[config.mk]
export PLATFORM = sky130hd
export DESIGN_NAME = logic16_arbiter
export DESIGN_NICKNAME = d
export VERILOG_FILES = /design/src/rtl/logic16_arbiter.sv
export SDC_FILE = /design/constraint.sdc
export NUM_CORES = 1
export LEC_CHECK = 0
export ABC_AREA = 1
export CAP_MARGIN = 40
export CORE_MARGIN = 2
export CORE_UTILIZATION = 40
export CTS_CLUSTER_DIAMETER = 30
export CTS_CLUSTER_SIZE = 10
export DETAILED_ROUTE_END_ITERATION = 12
export HOLD_SLACK_MARGIN = 0.1
export PLACE_DENSITY = 0.71
export SYNTH_ARGS = -nofsm -noshare
export SYNTH_HDL_FRONTEND = slang
export SYNTH_SLANG_ARGS = --single-unit
[constraint.sdc]
create_clock -name clk -period 2.15 [get_ports clk]
set_input_delay 0.3225 -clock clk [delete_from_list [all_inputs] [get_ports clk]]
set_output_delay 0.3225 -clock clk [all_outputs]
set_load 0.02 [all_outputs]
[src/rtl/logic16_arbiter.sv]
// Two-requester round-robin arbiter in front of a registered bitwise logic unit.
// Define LOGIC16_ARB_FIXED_PRIO_EN for fixed priority (requester 0 wins ties).
module logic16_arbiter #(
  parameter int WIDTH = 16
) (
  input  logic             clk,
  input  logic             rst_n,
  input  logic             req0,
  input  logic [1:0]       op0,
  input  logic [WIDTH-1:0] a0,
  input  logic [WIDTH-1:0] b0,
  input  logic             req1,
  input  logic [1:0]       op1,
  input  logic [WIDTH-1:0] a1,
  input  logic [WIDTH-1:0] b1,
  output logic             gnt0,
  output logic             gnt1,
  output logic [WIDTH-1:0] out,
  output logic             out_valid,
  output logic             out_id,
  output logic             busy
);

  // Handshake: req is a level held until the matching one-cycle gnt; the
  // operands are captured at the accept edge, so the requester may change
  // them (and must drop req) during its gnt cycle.

  typedef enum logic [1:0] {
    S_IDLE = 2'd0,
    S_EXEC = 2'd1,
    S_DONE = 2'd2
  } state_t;

  localparam logic [1:0] OP_AND = 2'b00;
  localparam logic [1:0] OP_OR  = 2'b01;
  localparam logic [1:0] OP_XOR = 2'b10;

  state_t           state_q, state_d;
  logic             id_q, id_d;
  logic [1:0]       op_q, op_d;
  logic [WIDTH-1:0] a_q, a_d;
  logic [WIDTH-1:0] b_q, b_d;
  logic [WIDTH-1:0] out_q, out_d;
  logic             out_id_q, out_id_d;

  logic             accept;
  logic             winner;

  function automatic logic [WIDTH-1:0] apply_op(input logic [1:0]       op,
                                                input logic [WIDTH-1:0] a,
                                                input logic [WIDTH-1:0] b);
    logic [WIDTH-1:0] r;
    case (op)
      OP_AND:  r = a & b;
      OP_OR:   r = a | b;
      OP_XOR:  r = a ^ b;
      default: r = ~a;
    endcase
    return r;
  endfunction

  assign accept = (state_q == S_IDLE) && (req0 || req1);

`ifdef LOGIC16_ARB_FIXED_PRIO_EN
  always_comb begin
    winner = !req0;
  end
`else
  // last_id remembers the most recent winner; reset to 1 so requester 0
  // takes the first tie.
  logic last_id_q, last_id_d;

  always_comb begin
    if (req0 && req1) begin
      winner = !last_id_q;
    end else begin
      winner = !req0;
    end
  end

  always_comb begin
    last_id_d = last_id_q;
    if (accept) begin
      last_id_d = winner;
    end
  end

  always_ff @(posedge clk or negedge rst_n) begin
    if (!rst_n) begin
      last_id_q <= 1'b1;
    end else begin
      last_id_q <= last_id_d;
    end
  end
`endif

  // FSM: state register
  always_ff @(posedge clk or negedge rst_n) begin
    if (!rst_n) begin
      state_q <= S_IDLE;
    end else begin
      state_q <= state_d;
    end
  end

  // FSM: next state
  always_comb begin
    state_d = state_q;
    case (state_q)
      S_IDLE:  if (accept) state_d = S_EXEC;
      S_EXEC:  state_d = S_DONE;
      S_DONE:  state_d = S_IDLE;
      default: state_d = S_IDLE;
    endcase
  end

  // FSM: outputs
  always_comb begin
    gnt0      = (state_q == S_EXEC) && !id_q;
    gnt1      = (state_q == S_EXEC) && id_q;
    out_valid = (state_q == S_DONE);
    busy      = (state_q != S_IDLE);
    out       = out_q;
    out_id    = out_id_q;
  end

  // Operand capture on accept; result registered as EXEC hands over to DONE.
  always_comb begin
    id_d     = id_q;
    op_d     = op_q;
    a_d      = a_q;
    b_d      = b_q;
    out_d    = out_q;
    out_id_d = out_id_q;
    if (accept) begin
      id_d = winner;
      if (winner) begin
        op_d = op1;
        a_d  = a1;
        b_d  = b1;
      end else begin
        op_d = op0;
        a_d  = a0;
        b_d  = b0;
      end
    end
    if (state_q == S_EXEC) begin
      out_d    = apply_op(op_q, a_q, b_q);
      out_id_d = id_q;
    end
  end

  always_ff @(posedge clk or negedge rst_n) begin
    if (!rst_n) begin
      id_q     <= 1'b0;
      op_q     <= 2'b00;
      a_q      <= '0;
      b_q      <= '0;
      out_q    <= '0;
      out_id_q <= 1'b0;
    end else begin
      id_q     <= id_d;
      op_q     <= op_d;
      a_q      <= a_d;
      b_q      <= b_d;
      out_q    <= out_d;
      out_id_q <= out_id_d;
    end
  end

endmodule

==> results_dict.tcl, run 1 <==
set metrics [dict create \
    synth_cell_types 19 \
    power_density_mw_per_mm2 1220 \
    vias 3377 \
    cts_tree "yes" \
    rsz0062_at_grt "no" \
    holdCritPathClass "reg2reg" \
    grt_use_total_pct 18.0 \
    drtPass1Iterations 4 \
    worstPathCellList "nor2_2, inv_2, nor2_1, clkdlybuf4s50_1" \
    clk_path_buf_depth 2 \
    synth_adder_area_share_pct 10.6 \
    slew_viol_final 0 \
    maxCapViolations 0 \
    period_minus_slack_ns 2.08 \
    seq_area_frac_synth_pct 36.5 \
    critical_path.max_fanout 18 \
    grt_max_degree 37 \
    dr.first_iter.drc_count 208 \
    syn_inst 523 \
    fmax_mhz 482 \
    crit_end "gnt0" \
    hpwl_um 6860 \
    fin_nets 709 \
    netlist_area_mm2 0.00377 \
    synth_simple_gate_area_share_pct 35.5 \
    ys_seq_elements 55 \
    vdd_drop_max_uv 549 \
    clk_pin_slew_ns 0.09 \
    finalCritPeriodShare_pct 96.6 \
    syn_to_final_growth_pct 28.3 \
    layout_commonest_cell "nand2_1" \
    synth_compound_area_share_pct 3.98 \
    ys_warn_count 0 \
    syn-num-nets 627 \
    grt_pass1_wl_um 14800 \
    drive_gt1_share_pct 4.30 \
    synth.area.mux_share_pct 0 \
    leakage_nw 2.61 \
    syn-mean-instance-area_um2 7.21 \
    avgRoutedWirePerCell_um 12.7 \
    fillers 874 \
    arrival_ns 1.75 \
    htree_levels 2 \
    reg2regPathDepth 5 \
    n_antenna_cell 0 \
    slew_headroom_pct 50.5 \
    vias_per_cell 4.72 \
    place.gp.congestion 0.788 \
    worstSetupPathType "reg2out" \
    cp.required_ns 1.83 \
    r2r_slack_ns 0.19 \
    place_area_mm2 0.00476 \
    hold_viol 0 \
    finalInstanceArea_mm2 0.00484 \
    setup_violations 0 \
    startpoint "state_q[1]$_DFFE_PN0P_" \
    synth_xor_area_share_pct 0 \
    drcViolationCount 0 \
    die_h_um 101 \
    cp_num_buf_inv 2 \
    clock_latency_ns 0.31 \
    cp_slowest_cell "clkdlybuf4s50_1" \
    cp.depth 4 \
    cts_setup_buffers 0 \
    cts_num_sinks 55 \
    worst_pin_slew_ns 0.741 \
    skew_ns 0.00517 \
    rows 35 \
    synth_top_family_by_area "simple AND/OR/NAND/NOR gates" \
    numCtsBuffers 5 \
    die_w_um 101 \
    cp-start-kind "flip-flop" \
    setup.worst_path.end_class "output port" \
    pin_count 93 \
    final_cell_mix "177 x nand2_1, 91 x clkdlybuf4s50_1, 87 x inv_1" \
    cts_root_buffer "clkbuf_8" \
    floorplan.initialDensity_pct 41.0 \
    wirelength_um 9100 \
    die_area_mm2 0.0102 \
    path_delay_family "buffers and inverters" \
    tns_ns 0 \
    cpPeakStageDelay_ns 0.62 \
    reg2reg_to "out[4]$_DFFE_PN0N_" \
    portBuffers 92 \
    grt_overflow 0 \
    grt_pass1_vias 3060 \
    grt_antenna_before_repair 0 \
    ant_nets 0 \
    reg2reg_from "op_q[0]$_DFFE_PN0P_" \
    outcome "finished clean" \
    core_mm2 0.00920 \
]
-- sequential cells by signal, indices dropped and copies added (netlist names) --
| register | count |
|---|---|
| op_q | 2 |
| id_q | 1 |
| out_id | 1 |
| out | 16 |
| state_q | 2 |
| last_id_q | 1 |
| b_q | 16 |
| a_q | 16 |
-- timing repair --
action / 4_1_cts / 5_1_grt
setup endpoints to repair: 0 / 0
resized for setup: 0 / 0
hold buffers: 1 / 0
hold endpoints to repair: 19 / 0
-- cell usage after synthesis, drive strengths merged --
library cell,count,area [um^2]
nand2,179,677
inv,91,342
nand3,55,275
dfrtp,54,1350
nand3b,45,338
ha,32,400
o21ai,30,150
buf,25,156
nor2,9,48.8
clkbuf,2,7.51
dfstp,1,26.3
-- worst reg2reg max path, delay by kind of cell (launching register included) --
kind / cells / cell delay, ns
AO/OA/AOI/OAI: 1 / 0.31
buffers and inverters: 1 / 0.07
flip-flops: 1 / 0.80
AND/OR/NAND/NOR: 3 / 0.68
-- where the power goes --
group / switching (mW) / internal (mW) / leakage [nW] / total, mW
clock network: 0.316 / 0.218 / 0.0371 / 0.534
registers: 0.466 / 1.56 / 0.672 / 2.03
logic: 1.99 / 1.36 / 1.90 / 3.35
-- worst min path at each step --
stage                                   from            endpoint  slack (ns)  cells past startpoint
final                     out[6]$_DFFE_PN0N_  out[6]$_DFFE_PN0N_        0.49                      2
after global routing      out[0]$_DFFE_PN0N_  out[0]$_DFFE_PN0N_        0.51                      2
after CTS                 out[6]$_DFFE_PN0N_  out[6]$_DFFE_PN0N_        0.49                      2
after detailed placement               rst_n  out[4]$_DFFE_PN0N_        0.31                      1
after global placement                 rst_n  out[4]$_DFFE_PN0N_        0.31                      1
after floorplan                        rst_n  a_q[0]$_DFFE_PN0P_        0.03                      0
-- kinds of logic (layout without fill, tap and decap cells) --
logic type,count (synthesis),after routing
AOI/OAI and AO/OA,30,30
buffers and inverters,118,199
adders and majority gates,32,32
and+or+nand+nor,288,288
DFF,55,55
-- stage by stage --
step                      power [mW]  cells  hold slack (ns)  util, %  setup WS [ns]
after floorplan                 4.29    523           0.0269        -          0.655
after global placement          5.27    708            0.306     51.7          0.274
after detailed placement        5.40    708            0.312     51.7          0.193
after CTS                       5.94    715            0.491     52.6         0.0601
after global routing            6.50    715            0.509     52.6        0.00757
final                           5.91    715            0.485     52.6         0.0732
-- metal layers --
metal	track usage, %	routed length, um	vias to the layer above
met4	3.74	71	0
met5	0	0	-
met1	27.2	4640	1531
li1	-	-	1767
met3	2.08	341	6
met2	27.8	4050	73
-- layout make-up --
| type | instances | area (um^2) | share of cell area, % |
|---|---|---|---|
| Clock buffer | 6 | 72.6 | 1.50 |
| Timing Repair Buffer | 102 | 1020 | 21.0 |
| Sequential cell | 55 | 1380 | 28.5 |
| Inverter | 91 | 342 | 7.06 |
| Tap cell | 111 | 139 | 2.87 |
| Multi-Input combinational cell | 350 | 1890 | 39.0 |
No activity file was read; power rests on OpenSTA's default activity.
==> run 2, diff against run 1 <==
--- a/config.mk
+++ b/config.mk
@@ -9,11 +9,12 @@
 export CAP_MARGIN = 40
 export CORE_MARGIN = 2
 export CORE_UTILIZATION = 40
+export CTS_BUF_LIST = sky130_fd_sc_hd__clkbuf_4 sky130_fd_sc_hd__clkbuf_8
 export CTS_CLUSTER_DIAMETER = 30
 export CTS_CLUSTER_SIZE = 10
 export DETAILED_ROUTE_END_ITERATION = 12
 export HOLD_SLACK_MARGIN = 0.1
-export PLACE_DENSITY = 0.71
+export PLACE_DENSITY = 0.67
 export SYNTH_ARGS = -nofsm -noshare
 export SYNTH_HDL_FRONTEND = slang
 export SYNTH_SLANG_ARGS = --single-unit
==> results_dict.tcl, run 2 (same netlist as run 1, synthesis figures left out) <==
set metrics [dict create \
    outcome "finished clean" \
    cp_num_buf_inv 2 \
    place_ws_ns 0.388 \
    setup_ws_ns 0.120 \
    path_delay_family "buffers and inverters" \
    pin_count 93 \
    wirelength_um 9220 \
    worstPathCellList "nor2_2, inv_2, nor2_1, clkdlybuf4s50_1" \
    pwr-share-comb_pct 54.0 \
    syn_to_final_growth_pct 30.3 \
    drive_gt1_share_pct 5.25 \
    worstSetupPathType "reg2out" \
    fin_nets 712 \
    period_minus_slack_ns 2.03 \
    rsz0062_at_grt "no" \
    whs_ns 0.367 \
    core_mm2 0.00920 \
    layout_commonest_cell "nand2_1" \
    p_sw_share_pct 44.9 \
    portBuffers 92 \
    grt_max_degree 35 \
    numCtsBuffers 5 \
    vias 3406 \
    vdd_drop_max_uv 775 \
    fmax_mhz 493 \
    slew_viol_final 0 \
    die_h_um 101 \
    clk_pin_slew_ns 0.10 \
    numPlacedInstances 711 \
    drcViolationCount 0 \
    hpwl_um 7040 \
    reg2reg_to "out[15]$_DFFE_PN0N_" \
    slew_headroom_pct 54.8 \
    reg2reg_from "op_q[1]$_DFFE_PN0P_" \
    place.gp.congestion 0.818 \
    die_area_mm2 0.0102 \
    clock_latency_ns 0.31 \
    finalCritPeriodShare_pct 94.4 \
    cts_tree "yes" \
    n_antenna_cell 0 \
    worst_pin_slew_ns 0.677 \
    htree_levels 2 \
    r2r_slack_ns 0.42 \
    drtPass1Iterations 4 \
    p_int_mw 3.41 \
    clk_path_buf_depth 2 \
    critical_path.max_fanout 18 \
    die_w_um 101 \
    rows 35 \
    vias_per_cell 4.73 \
    grt_pass1_wl_um 15700 \
    power_mw 6.18 \
    setup.worst_path.end_class "output port" \
    arrival_ns 1.71 \
    dr.first_iter.drc_count 147 \
    maxCapViolations 0 \
    ant_nets 0 \
    grt_use_total_pct 19.1 \
    avgRoutedWirePerCell_um 12.8 \
    cp_slowest_cell "clkdlybuf4s50_1" \
    skew_ns 0.00698 \
    hold_viol 0 \
    fillers 924 \
    cts_setup_buffers 0 \
    leakage_nw 2.66 \
    power_frac_seq_pct 32.8 \
    cp-start-kind "flip-flop" \
    finalInstanceArea_mm2 0.00491 \
    grt_overflow 0 \
    grt_antenna_before_repair 0 \
    cts_root_buffer "clkbuf_8" \
    power_density_mw_per_mm2 1260 \
    cts_num_sinks 55 \
    grt_pass1_vias 3290 \
    reg2regPathDepth 5 \
    power_switching_mw 2.78 \
    place_area_mm2 0.00477 \
    cpPeakStageDelay_ns 0.61 \
    fin_cells 720 \
    tns_ns 0 \
    holdCritPathClass "in2async" \
    final_cell_mix "177 x nand2_1, 90 x clkdlybuf4s50_1, 87 x inv_1" \
    cp.required_ns 1.83 \
    floorplan.initialDensity_pct 41.0 \
    setup_violations 0 \
    p_clk_share_pct 13.1 \
    utilization_pct 53.4 \
]
run 2: cell types whose count changed in the layout (fill, tap and decap cells not counted), sizes merged:
cell and change:
buf +3, bufinv +2, clkdlybuf4s50 -1, dlymetal6s2s +1
run 2: routing by layer:
metal / wire (um) / global-route usage (%) / up-vias
met5: 0 / 0 / -
met1: 4540 / 27.9 / 1533
met3: 461 / 2.84 / 7
met2: 4130 / 30.0 / 95
met4: 92 / 4.16 / 0
li1: - / - / 1771
run 2: how the worst max path moves through the flow:
stage / start / endpoint / cells past startpoint
after global placement: state_q[1]$_DFFE_PN0P_ / gnt0 / 4
after CTS: state_q[1]$_DFFE_PN0P_ / gnt0 / 4
final: state_q[1]$_DFFE_PN0P_ / gnt1 / 4
after global routing: state_q[1]$_DFFE_PN0P_ / gnt1 / 4
after detailed placement: req0 / a_q[1]$_DFFE_PN0P_ / 6
after floorplan: state_q[1]$_DFFE_PN0P_ / gnt1 / 4
run 2: layout make-up:
cell class                      count  area, um^2  area share (%)
Clock buffer                        6        76.3            1.55
Inverter                           91         342            6.95
Timing Repair Buffer              105        1030            21.0
Sequential cell                    55        1380            28.0
Tap cell                          111         139            2.83
Clock inverter                      2        60.1            1.22
Multi-Input combinational cell    350        1890            38.4
run 2: power by group through the flow:
stage               Combinational, mW  Sequential [mW]  Clock, mW
finish                           3.34             2.03      0.813
global route                     3.87             2.10      0.877
CTS                              3.38             2.03      0.833
detailed placement               3.37             2.04          0
global placement                 3.24             2.03          0
floorplan                        2.24             2.05          0
run 2: what timing repair did:
action                     in CTS  in global routing
gates resized for setup         0                  1
setup endpoints to repair       0                  1
hold buffers                    1                  0
hold endpoints to repair        6                  0
run 2: worst reg2reg max path: stages, from the launching register on:
cell	delay, ns
dfrtp_1	0.65
nand2_1	0.47
o21ai_0	0.28
inv_1	0.06
nand2_1	0.11
nand2_1	0.06
==> run 3, diff against run 2 <==
==> constraint.sdc (replaced) <==
create_clock -name clk -period 2.5 [get_ports clk]
set_input_delay 0.375 -clock clk [delete_from_list [all_inputs] [get_ports clk]]
set_output_delay 0.375 -clock clk [all_outputs]
set_load 0.02 [all_outputs]
==> results_dict.tcl, run 3 (same netlist as run 1, synthesis figures left out) <==
set metrics [dict create \
    outcome "finished clean" \
    crit_end "gnt0" \
    grt_pass1_vias 3363 \
    maxCapViolations 0 \
    pin_count 93 \
    critical_path.max_fanout 18 \
    reg2reg_from "op_q[1]$_DFFE_PN0P_" \
    die_area_mm2 0.0102 \
    grt_max_degree 36 \
    place_area_mm2 0.00474 \
    cts_setup_buffers 0 \
    vias_per_cell 4.89 \
    worstSetupPathType "reg2out" \
    cp-start-kind "flip-flop" \
    grt_pass1_wl_um 16000 \
    cp.required_ns 2.12 \
    vdd_drop_max_uv 484 \
    reg2regPathDepth 6 \
    htree_levels 2 \
    cts_num_sinks 55 \
    arrival_ns 1.82 \
    drive_gt1_share_pct 4.48 \
    fin_cells 714 \
    hpwl_um 6940 \
    layout_commonest_cell "nand2_1" \
    avgRoutedWirePerCell_um 13.0 \
    numPlacedInstances 707 \
    grt_use_total_pct 19.5 \
    startpoint "state_q[0]$_DFFE_PN0P_" \
    die_h_um 101 \
    clk_pin_slew_ns 0.10 \
    fin_nets 707 \
    clk_path_buf_depth 2 \
    rows 35 \
    dr.first_iter.drc_count 164 \
    ant_nets 0 \
    holdCritPathClass "in2async" \
    die_w_um 101 \
    vias 3492 \
    rsz0062_at_grt "no" \
    grt_antenna_before_repair 0 \
    hold_viol 0 \
    floorplan.initialDensity_pct 41.0 \
    whs_ns 0.104 \
    reg2reg_to "out[15]$_DFFE_PN0N_" \
    portBuffers 92 \
    syn_to_final_growth_pct 27.9 \
    period_minus_slack_ns 2.20 \
    tns_ns 0 \
    power_density_mw_per_mm2 1060 \
    power_mw 5.11 \
    setup_violations 0 \
    setup.worst_path.end_class "output port" \
    slew_viol_final 0 \
    place.gp.congestion 0.827 \
    finalCritPeriodShare_pct 88.0 \
    final_cell_mix "177 x nand2_1, 91 x clkdlybuf4s50_1, 87 x inv_1" \
    drcViolationCount 0 \
    numCtsBuffers 5 \
    grt_overflow 0 \
    fmax_mhz 455 \
    drtPass1Iterations 4 \
    wirelength_um 9260 \
    clock_latency_ns 0.31 \
    cts_tree "yes" \
    cts_hold_buf 0 \
    slew_headroom_pct 52.6 \
    cts_root_buffer "clkbuf_8" \
    r2r_slack_ns 0.79 \
    post_cts_resized 0 \
    worst_pin_slew_ns 0.711 \
    n_antenna_cell 0 \
    skew_ns 0.0154 \
    core_mm2 0.00920 \
    finalInstanceArea_mm2 0.00482 \
    leakage_nw 2.60 \
]
==> run 3: stage by stage <==
step / utilization, % / worst slack [ns]
6_report: 52.4 / 0.301
3_3_place_gp: 51.5 / 0.633
5_1_grt: 52.4 / 0.188
4_1_cts: 52.4 / 0.291
3_5_place_dp: 51.5 / 0.609
2_1_floorplan: - / 0.952
==> run 3: how the worst min path moves through the flow <==
stage,end,slack [ns],cells after the start
6_report,id_q$_DFFE_PN0P_,0.10,1
5_1_grt,id_q$_DFFE_PN0P_,0.15,1
4_1_cts,id_q$_DFFE_PN0P_,0.11,1
3_5_place_dp,b_q[6]$_DFFE_PN0P_,0.46,1
3_3_place_gp,b_q[6]$_DFFE_PN0P_,0.45,1
2_1_floorplan,a_q[0]$_DFFE_PN0P_,0.08,0
==> run 3: cell type report <==
cell class / count / area (um^2)
sequential: 55 / 1380
clock buffer: 6 / 82.6
inverter: 91 / 342
clock inverter: 1 / 5.00
tap: 111 / 139
multi-input combinational: 350 / 1890
fill: 909 / 4370
timing repair buffer: 100 / 988
==> run 3: per-layer routing <==
layer | wire (um) | GRT usage (%) | vias to the layer above
li1 | - | - | 1772
met1 | 4600 | 28.6 | 1624
met2 | 4190 | 31.1 | 84
met3 | 344 | 2.36 | 12
met4 | 131 | 4.26 | 0
met5 | 0 | 0 | -
==> run 3: power breakdown <==
group          switching (mW)  internal [mW]
Combinational            1.73           1.15
Sequential              0.392           1.34
Clock                   0.276          0.218
Total                    2.39           2.71
==> run 3: critical path: stages, from the launching register on <==
cell and delay (ns):
dfrtp_1 0.40, inv_2 0.05, nor2_2 0.10, inv_2 0.15
nor2_1 0.18, clkdlybuf4s50_1 0.63
